`config.mk`:
```
export PLATFORM = sky130hd
export DESIGN_NAME = dmem_arbiter
export DESIGN_NICKNAME = d
export VERILOG_FILES = /design/src/rtl/dmem_arb_pkg.sv /design/src/rtl/dmem_arb_prio.sv /design/src/rtl/dmem_arbiter.sv
export SDC_FILE = /design/constraint.sdc
export NUM_CORES = 1
export LEC_CHECK = 0
export BUFFER_PORTS_ARGS = -buffer_cell sky130_fd_sc_hd__buf_2
export CAP_MARGIN = 30
export CORE_MARGIN = 2
export CORE_UTILIZATION = 30
export DETAILED_ROUTE_END_ITERATION = 16
export PLACE_DENSITY = 0.67
export SETUP_SLACK_MARGIN = 0.3
export SLEW_MARGIN = 40
export SYNTH_ARGS = -nofsm -noshare
export SYNTH_HDL_FRONTEND = slang
export SYNTH_HIERARCHICAL = 1
export SYNTH_SLANG_ARGS = --single-unit
```
`constraint.sdc`:
```
create_clock -name clk_pi -period 13.9 [get_ports clk_pi]
set_input_delay 4.17 -clock clk_pi [delete_from_list [all_inputs] [get_ports clk_pi]]
set_output_delay 4.17 -clock clk_pi [all_outputs]
set_load 0.005 [all_outputs]
```
`src/rtl/dmem_arb_pkg.sv`:
```
// Shared definitions for the data-memory arbiter.
//   PORT_CORE / PORT_DMA : port identifiers (also the grant-vector bit index)
//   acc_reg_t            : access-stage register {valid, port, we, addr, wdata}
//   STARVE_W             : width of the starvation counter for the default limit
package dmem_arb_pkg;

  localparam logic PORT_CORE = 1'b0;
  localparam logic PORT_DMA  = 1'b1;

  localparam int ACC_ADDR_W       = 32;
  localparam int ACC_DATA_W       = 32;
  localparam int STARVE_LIMIT_DEF = 4;
  localparam int STARVE_W         = $clog2(STARVE_LIMIT_DEF + 1);

  typedef struct packed {
    logic                  valid;
    logic                  port;
    logic                  we;
    logic [ACC_ADDR_W-1:0] addr;
    logic [ACC_DATA_W-1:0] wdata;
  } acc_reg_t;

endpackage

```
`src/rtl/dmem_arb_prio.sv`:
```
// Fixed-priority grant (port 0 wins) with a starvation guard for port 1.
// Ports:
//   clk_pi, reset_pi : clock, async active-high reset
//   req0_pi, req1_pi : requests from core (0) and DMA (1)
//   gnt_po[1:0]      : one-hot (or zero) grant, combinational
module dmem_arb_prio
  import dmem_arb_pkg::*;
#(
  parameter int STARVE_LIMIT = STARVE_LIMIT_DEF
) (
  input  logic       clk_pi,
  input  logic       reset_pi,
  input  logic       req0_pi,
  input  logic       req1_pi,
  output logic [1:0] gnt_po
);

  localparam int CNT_W = $clog2(STARVE_LIMIT + 1);
  localparam logic [CNT_W-1:0] LIMIT = CNT_W'(STARVE_LIMIT);

  logic [CNT_W-1:0] starve_cnt, starve_cnt_nxt;

  // Grants are suppressed while reset is asserted so nothing is accepted.
  always_comb begin
    gnt_po = '0;
    if (!reset_pi) begin
      if (req0_pi && !(req1_pi && (starve_cnt == LIMIT)))
        gnt_po[PORT_CORE] = 1'b1;
      else if (req1_pi)
        gnt_po[PORT_DMA] = 1'b1;
    end
  end

  // Counts port-0 wins while port 1 is waiting; any gap in req1 restarts it.
  always_comb begin
    starve_cnt_nxt = starve_cnt;
    if (!req1_pi || gnt_po[PORT_DMA])
      starve_cnt_nxt = '0;
    else if (gnt_po[PORT_CORE] && (starve_cnt != LIMIT))
      starve_cnt_nxt = starve_cnt + CNT_W'(1);
  end

  always_ff @(posedge clk_pi or posedge reset_pi) begin
    if (reset_pi) starve_cnt <= '0;
    else          starve_cnt <= starve_cnt_nxt;
  end

endmodule

```
`src/rtl/dmem_arbiter.sv`:
```
// Two-port arbiter in front of the single-port 32x32 data memory.
// Pipeline: accept (gnt) in T, memory access in T+1, load response in T+2.
// Ports:
//   clk_pi, reset_pi                     : clock, async active-high reset
//   reqN/weN/addrN/wdataN_pi (N=0,1)     : request and qualifiers, held until gntN_po
//   gntN_po                              : request accepted this cycle
//   rvalidN_po, rdataN_po                : load response pulse / held load data
//   mem_load/store/addr/wdata_po         : memory drive from the access register
//   mem_rdata_pi                         : combinational memory read data
// The access register width comes from the package, so ADDR_W/DATA_W must
// track ACC_ADDR_W/ACC_DATA_W.
module dmem_arbiter
  import dmem_arb_pkg::*;
#(
  parameter int ADDR_W       = ACC_ADDR_W,
  parameter int DATA_W       = ACC_DATA_W,
  parameter int STARVE_LIMIT = STARVE_LIMIT_DEF
) (
  input  logic              clk_pi,
  input  logic              reset_pi,
  input  logic              req0_pi,
  input  logic              we0_pi,
  input  logic [ADDR_W-1:0] addr0_pi,
  input  logic [DATA_W-1:0] wdata0_pi,
  input  logic              req1_pi,
  input  logic              we1_pi,
  input  logic [ADDR_W-1:0] addr1_pi,
  input  logic [DATA_W-1:0] wdata1_pi,
  output logic              gnt0_po,
  output logic              gnt1_po,
  output logic              rvalid0_po,
  output logic [DATA_W-1:0] rdata0_po,
  output logic              rvalid1_po,
  output logic [DATA_W-1:0] rdata1_po,
  output logic              mem_load_po,
  output logic              mem_store_po,
  output logic [ADDR_W-1:0] mem_addr_po,
  output logic [DATA_W-1:0] mem_wdata_po,
  input  logic [DATA_W-1:0] mem_rdata_pi
);

  logic [1:0] gnt;
  acc_reg_t   acc_q;

  dmem_arb_prio #(.STARVE_LIMIT(STARVE_LIMIT)) u_prio (
    .clk_pi   (clk_pi),
    .reset_pi (reset_pi),
    .req0_pi  (req0_pi),
    .req1_pi  (req1_pi),
    .gnt_po   (gnt)
  );

  assign gnt0_po = gnt[PORT_CORE];
  assign gnt1_po = gnt[PORT_DMA];

  // Address/data only load on an accepted request so they hold through idle cycles.
  always_ff @(posedge clk_pi or posedge reset_pi) begin
    if (reset_pi) begin
      acc_q <= '0;
    end else begin
      acc_q.valid <= |gnt;
      if (|gnt) begin
        acc_q.port  <= gnt[PORT_DMA];
        acc_q.we    <= gnt[PORT_DMA] ? we1_pi    : we0_pi;
        acc_q.addr  <= gnt[PORT_DMA] ? addr1_pi  : addr0_pi;
        acc_q.wdata <= gnt[PORT_DMA] ? wdata1_pi : wdata0_pi;
      end
    end
  end

  assign mem_store_po = acc_q.valid &  acc_q.we;
  assign mem_load_po  = acc_q.valid & ~acc_q.we;
  assign mem_addr_po  = acc_q.addr;
  assign mem_wdata_po = acc_q.wdata;

  always_ff @(posedge clk_pi or posedge reset_pi) begin
    if (reset_pi) begin
      rvalid0_po <= 1'b0;
      rvalid1_po <= 1'b0;
      rdata0_po  <= '0;
      rdata1_po  <= '0;
    end else begin
      rvalid0_po <= mem_load_po && (acc_q.port == PORT_CORE);
      rvalid1_po <= mem_load_po && (acc_q.port == PORT_DMA);
      if (mem_load_po && (acc_q.port == PORT_CORE)) rdata0_po <= mem_rdata_pi;
      if (mem_load_po && (acc_q.port == PORT_DMA))  rdata1_po <= mem_rdata_pi;
    end
  end

endmodule

```
Word level (Yosys, flattened, before mapping)
Cells that the tools add are included.
{"block": "word_totals", "out_inout_bits": 134, "rom_bits": 0, "inputBits": 166, "elab_cells": 36, "n_memories": 0, "latch_bits": 0, "ramBits": 0, "regBits": 136}
{"block": "op_classes", "n_mux": 9, "multipliers": 0, "n_lt_le_gt_ge": 0, "n_reduce_logical": 10, "n_div": 0, "n_shift": 0, "n_bitwise": 4, "n_eq_ne": 2, "n_addsub": 1}
{"cell": "2-to-1 mux 32 bit", "count": 2}
{"cell": "2-to-1 mux 3 bit", "count": 2}
{"cell": "logical AND 1 bit", "count": 5}
{"cell": "2-to-1 mux 1 bit", "count": 4}
{"cell": "adder 3 x 1 -> 3 bit, second input constant", "count": 1}
{"cell": "equality test 3 bit, second input constant", "count": 1}
{"cell": "!= test 3 bit, second input constant", "count": 1}
{"cell": "AND 1 bit", "count": 2}
{"cell": "zero test 1 bit", "count": 2}
{"cell": "2-to-1 mux 2 bit", "count": 1}
{"cell": "inverter 1 bit", "count": 2}
{"cell": "nonzero test 2 bit", "count": 1}
{"cell": "OR reduction 2 bit", "count": 1}
{"cell": "logical OR 1 bit", "count": 1}

Longest topological paths before layout
Gate-level depths: netlist of the first run.
{"block": "depth", "word_depth": 9, "depth_mapped": 8, "ltp_nobuf": 6}

Hierarchy
Netlist of the first run, hierarchy kept.
{"mod": "dmem_arbiter", "n_inst": 1, "cells_each": 493, "area_each_um2": 5970.7, "seq_area_each_um2": 3328.2}
{"mod": "dmem_arb_prio", "n_inst": 1, "cells_each": 22, "area_each_um2": 212.7, "seq_area_each_um2": 75.1}

Worst setup path after synthesis of the first run
Ideal clock, no wire load.
{"block": "synth_path", "path_type": "input-to-output", "start": "input port req0_pi", "end": "output port gnt1_po", "arrival_time_ns": 4.783, "path_slack_ns": 4.947, "n_path_buf": 0, "required_ns": 9.730, "path_stages": 2, "path_cell_list": "a21boi_0 nor3b_1"}
{"block": "synth_between", "elab_chain_len": 3}
{"element": "start: declaration", "line_no": "dmem_arbiter.sv:21", "rtl": "input logic req0_pi,"}
{"element": "logical AND 1 bit", "line_no": "dmem_arb_prio.sv:27", "rtl": "if (req0_pi && !(req1_pi && (starve_cnt == LIMIT)))"}
{"element": "2-to-1 mux 1 bit", "line_no": "dmem_arb_prio.sv:27"}
{"element": "2-to-1 mux 2 bit", "line_no": "dmem_arb_prio.sv:26", "rtl": "if (!reset_pi) begin"}
{"element": "end: declaration", "line_no": "dmem_arbiter.sv:30", "rtl": "output logic gnt1_po,"}
Every way passes these cells.

Worst setup path after layout of the first run
Ends and elaborated chain as after synthesis.

==> results of run 1 <==
==> critical path, stage by stage <==
cell and delay, ps:
buf_2 120, a21boi_0 300, nor3b_2 90, buf_2 140
==> sequential cells by signal, indices dropped and copies added (netlist names) <==
signal and cells:
acc_q 3, mem_addr_po 32, mem_wdata_po 32, rdata0_po 32, rdata1_po 32, rvalid0_po 1, rvalid1_po 1, u_prio/starve_cnt 3
==> cell families after synthesis <==
logic type / Yosys count
DFF: 136
muxes: 129
buffers and inverters: 98
and+or+nand+nor: 77
AOI/OAI and AO/OA: 73
adders and majority gates: 2
==> area by class of cell <==
cell class                 count  share of cell area
antenna                        1            0.000310
clock buffer                  18              0.0532
clock inverter                14              0.0214
inverter                       6             0.00341
multi-input combinational    281               0.267
sequential                   136               0.422
tap                          270              0.0419
timing repair buffer         305               0.191
==> layer usage <==
layer	global-route usage	routed length, µm	vias up
met4	0.0356	173	2
met2	0.241	7290	216
li1	-	-	2156
met3	0.0574	1470	13
met1	0.169	6480	2128
met5	0	13	-
==> cell usage in the layout, fill, tap and decap left out, drive strengths merged, types with 2 or more instances in the layout <==
master / count
buf: 305
nor3b: 3
dfrtp: 136
clkinv: 7
clkinvlp: 2
a21boi: 4
inv: 8
bufinv: 3
ha: 2
clkbuf: 18
nand2: 67
mux2: 64
mux2i: 65
o21ai: 66
==> path summary, 6_finish.rpt <==
kind / depth (start not counted) / slack [ps] / startpoint / to
max in group asynchronous: 3 / 8910 / reset_pi / mem_wdata_po[28]
setup reg to reg: 8 / 11220 / u_prio/starve_cnt[0] / mem_wdata_po[12]
hold / removal: 1 / 500 / rdata1_po[28] / rdata1_po[28]
setup / recovery: 4 / 4900 / req0_pi / gnt1_po
min in group asynchronous: 2 / 3720 / reset_pi / u_prio/starve_cnt[0]
hold reg to reg: 1 / 500 / rdata1_po[28] / rdata1_po[28]
==> through the flow <==
step | setup WS, ps | cell area, µm²
after global routing | 4850 | 8070
final | 4900 | 8070
after floorplan | 4950 | 6180
after detailed placement | 4910 | 7470
after global placement | 4930 | 7450
after CTS | 4910 | 8070
==> power groups by stage <==
stage | Combinational, mW | Sequential (mW) | Clock (mW)
2_1_floorplan | 0.166 | 0.560 | 0
3_3_place_gp | 0.287 | 0.553 | 0
3_5_place_dp | 0.292 | 0.556 | 0
4_1_cts | 0.292 | 0.551 | 0.476
5_1_grt | 0.317 | 0.564 | 0.494
6_report | 0.285 | 0.550 | 0.460
==> results.sh, run 1 <==
export IMPL_fin_nets=915
export IMPL_netlist_top_cells_count="dfrtp_1, buf_4, nand2_1, o21ai_0, mux2i_1"
export IMPL_finalSetupViolCount=0
export IMPL_grt_setup_unrepaired="false"
export IMPL_clk_pin_slew_worst_paths_ps=60
export IMPL_hold_slack_ps=499
export IMPL_layout_drive_gt1_share=0.537
export IMPL_yosys_area_share_adder=0.00405
export IMPL_vdd_drop_max_mv=0.0586
export IMPL_syn_area_per_cell_um2=12.0
export IMPL_synth_top_family_by_area="multiplexers"
export IMPL_grt_pass1_vias=4571
export IMPL_synth_mux_area_frac=0.222
export IMPL_grt_pass1_wl_mm=24.1
export IMPL_final_antenna_net_count=0
export IMPL_worst_ep_arrival_time_ps=4830
export IMPL_status="complete, no violations"
export IMPL_vias_per_cell=4.38
export IMPL_synth_seq_area_share=0.550
export IMPL_setup_tns_final_ps=0
export IMPL_synth_warnings=6
export IMPL_cts_max_level=4
export IMPL_cts_setup_buffers=0
export IMPL_critPathLaunchType="primary input"
export IMPL_vias=4515
export IMPL_fin_crit_sh=0.647
export IMPL_synthXorXnorAreaFrac=0
export IMPL_switchingPower_uw=349
export IMPL_yosysMostFrequentCell="dfrtp_1"
export IMPL_boundaryPins=300
export IMPL_fin_skew_ps=9.06
export IMPL_finalHoldViolations=0
export IMPL_synthFlopType="dfrtp_1"
export IMPL_async_flop_share=1.00
export IMPL_dpl_cell_count=998
export IMPL_synth_compound_area_frac=0.0621
export IMPL_cp_end_kind="output port"
export IMPL_fin_crit_ps=9000
export IMPL_regArea_mm2=0.00340
export IMPL_leakage_nw=3.90
export IMPL_synth_area_top_cells="dfrtp_1, mux2_2, mux2i_1, buf_4, o21ai_0"
export IMPL_criticalPathCategory="in2out"
export IMPL_fmax_mhz=111
export IMPL_utilization=0.399
export IMPL_grtUsageTotal=0.142
export IMPL_synth_edf_count=0
export IMPL_p_int_uw=947
export IMPL_cts_sinks=136
export IMPL_dp_hpwl_mm=11.2
export IMPL_drtIter0Drc=124
export IMPL_wl_per_cell_um=15.0
export IMPL_die_h_um=148
export IMPL_antenna_found_initial=2
export IMPL_routabilityCongestion=0.786
export IMPL_grt_ovfl_total=0
export IMPL_total_power_mw=1.30
export IMPL_dieArea_mm2=0.0218
export IMPL_ys_ff_latch=136
export IMPL_synth_area_leader_cell="dfrtp_1"
export IMPL_routed_wl_mm=15.4
export IMPL_worst_pin_slew_ps=706
export IMPL_filler_cell_count=1940
export IMPL_area_growth_pct=30.5
export IMPL_slew_headroom=0.529
export IMPL_pwr_share_seq=0.425
export IMPL_multi_input_area_mm2=0.00215
export IMPL_p_per_area_mw_per_mm2=161
export IMPL_swShare=0.269
export IMPL_fp_row_count=52
export IMPL_cts_path_max_buffers=2
export IMPL_grt_max_degree=79
export IMPL_root_buffer="clkbuf_16"
export IMPL_cts_resized=0
export IMPL_power_frac_clock=0.355
export IMPL_syn_nets=683
export IMPL_start_util=0.306
export IMPL_drv_cap=0
export IMPL_power_frac_comb=0.220
export IMPL_cts_buffers=17
export IMPL_hp_class="reg2reg"
export IMPL_syn_inst=515
export IMPL_cp_required_ps=9730
export IMPL_die_x_um=148
export IMPL_instances_no_fill=1031
export IMPL_core_area_mm2=0.0202
export IMPL_syn_area_mm2=0.00618
export IMPL_finalMaxSlewViolations=0
export IMPL_yosys_area_share_simple=0.0556
export IMPL_crit_fanout=3
export IMPL_cts_hold_buf=0
export IMPL_ys_types=26
export IMPL_port_buffer_count=299
export IMPL_route_detailed_drc=0
export IMPL_synth_top_area_share=0.550
export IMPL_drt_pre_antenna_iters=4
export IMPL_cts_tree="yes"
export IMPL_worstSkewPairLatency_ps=410
(Power assumes the default switching activity.)
==> run 2, diff against run 1 <==
- PLACE_DENSITY: 0.67 -> 0.69
- clock period: 13.9 -> 7.2 ns (I/O delays scaled with it)
==> results.sh, run 2 (synthesized netlist as in run 1, its figures left out) <==
export IMPL_status="complete, no violations"
export IMPL_cts_resized=0
export IMPL_cts_tree="yes"
export IMPL_cp_end_kind="output port"
export IMPL_root_buffer="clkbuf_16"
export IMPL_r2r_end="mem_wdata_po[9]"
export IMPL_p_per_area_mw_per_mm2=308
export IMPL_vdd_drop_max_mv=0.132
export IMPL_finalHoldViolations=0
export IMPL_setup_ws_ps=2210
export IMPL_wl_per_cell_um=15.0
export IMPL_drt_pre_antenna_iters=4
export IMPL_fin_crit_sh=0.692
export IMPL_dp_hpwl_mm=11.3
export IMPL_fin_skew_ps=12.6
export IMPL_vias_per_cell=4.32
export IMPL_max_stage_delay_ps=310
export IMPL_fmax_mhz=201
export IMPL_start_util=0.306
export IMPL_dpl_cell_count=998
export IMPL_criticalPathCategory="in2out"
export IMPL_layout_drive_gt1_share=0.538
export IMPL_finalSetupViolCount=0
export IMPL_rr_worst_depth=7
export IMPL_crit_fanout=3
export IMPL_grt_max_degree=83
export IMPL_antenna_found_initial=1
export IMPL_fin_crit_ps=4990
export IMPL_grtUsageTotal=0.140
export IMPL_regArea_mm2=0.00340
export IMPL_leakage_nw=3.90
export IMPL_worst_pin_slew_ps=696
export IMPL_cts_sinks=136
export IMPL_drtIter0Drc=100
export IMPL_filler_cell_count=1967
export IMPL_path_common_cell="buf_2"
export IMPL_routabilityCongestion=0.772
export IMPL_worstSkewPairLatency_ps=410
export IMPL_antenna_cells=0
export IMPL_die_h_um=148
export IMPL_final_common_cell="buf_2"
export IMPL_post_place_ws_ps=2220
export IMPL_worst_ep_arrival_time_ps=2830
export IMPL_routed_wl_mm=15.5
export IMPL_crit_chain="buf_2 -> a21boi_0 -> nor3b_2 -> buf_2"
export IMPL_clk_pin_slew_worst_paths_ps=60
export IMPL_cts_buffers=17
export IMPL_vias=4448
export IMPL_dieArea_mm2=0.0218
export IMPL_setup_tns_final_ps=0
export IMPL_cp_required_ps=5040
export IMPL_finalMaxSlewViolations=0
export IMPL_final_cell_mix="buf_2, dfrtp_1, nand2_1"
export IMPL_crit_cells=4
export IMPL_cts_hold_buf=0
export IMPL_cp_num_buf_inv=2
export IMPL_critPathLaunchType="primary input"
export IMPL_grt_pass1_wl_mm=23.4
export IMPL_core_area_mm2=0.0202
export IMPL_r2r_start="u_prio/starve_cnt[0]"
export IMPL_area_growth_pct=30.2
export IMPL_port_buffer_count=299
export IMPL_hp_class="reg2reg"
export IMPL_multi_input_area_mm2=0.00215
export IMPL_fin_nets=915
export IMPL_grt_pass1_vias=4425
export IMPL_grt_setup_unrepaired="false"
export IMPL_setup_worst_path_end="gnt1_po"
export IMPL_die_x_um=148
export IMPL_boundaryPins=300
export IMPL_instances_no_fill=1030
export IMPL_r2r_setup_slack_ps=4520
export IMPL_postLayoutCellArea_mm2=0.00805
export IMPL_fp_row_count=52
export IMPL_cts_setup_buffers=0
export IMPL_grt_ovfl_total=0
export IMPL_cts_max_level=4
export IMPL_cp_slowest_cell="a21boi_0"
export IMPL_placed_area_mm2=0.00746
export IMPL_hold_slack_ps=484
export IMPL_slew_headroom=0.536
export IMPL_crit_start="req0_pi"
export IMPL_drv_cap=0
export IMPL_critPathTopFamily="compound AO/OA/AOI/OAI gates"
export IMPL_final_antenna_net_count=0
export IMPL_route_detailed_drc=0
export IMPL_cts_path_max_buffers=2
run 2: layout make-up:
type,instances,area share
clock inverters,13,0.0163
inverters,6,0.00342
multi-input cells,281,0.267
clock buffers,19,0.0563
repair buffers,305,0.192
well taps,270,0.0420
flip-flops and latches,136,0.423
run 2: per-stage QoR:
step                       util  power, mW
after floorplan               -       1.40
after global placement    0.368       1.62
after detailed placement  0.369       1.64
after CTS                 0.398       2.52
after global routing      0.398       2.62
final                     0.398       2.48
run 2: metal layers:
metal / part of all wire / track usage
met1: 0.41 / 0.161
met2: 0.49 / 0.245
met3: 0.092 / 0.0485
met4: 0.010 / 0.0457
met5: 0.0010 / 0
run 2: where the power goes:
group | switching [mW] | total (mW) | internal [mW]
sequential | 0.101 | 1.07 | 0.965
combinational | 0.231 | 0.546 | 0.314
clock | 0.360 | 0.864 | 0.504
total | 0.692 | 2.48 | 1.78
run 2: worst min-delay path by stage:
stage,start,to,cells after the start
floorplan,rdata0_po[25],rdata0_po[25],1
global placement,rdata0_po[25],rdata0_po[25],1
detailed placement,rdata0_po[25],rdata0_po[25],1
CTS,rdata0_po[25],rdata0_po[25],1
global route,rdata0_po[25],rdata0_po[25],1
finish,rdata0_po[25],rdata0_po[25],1
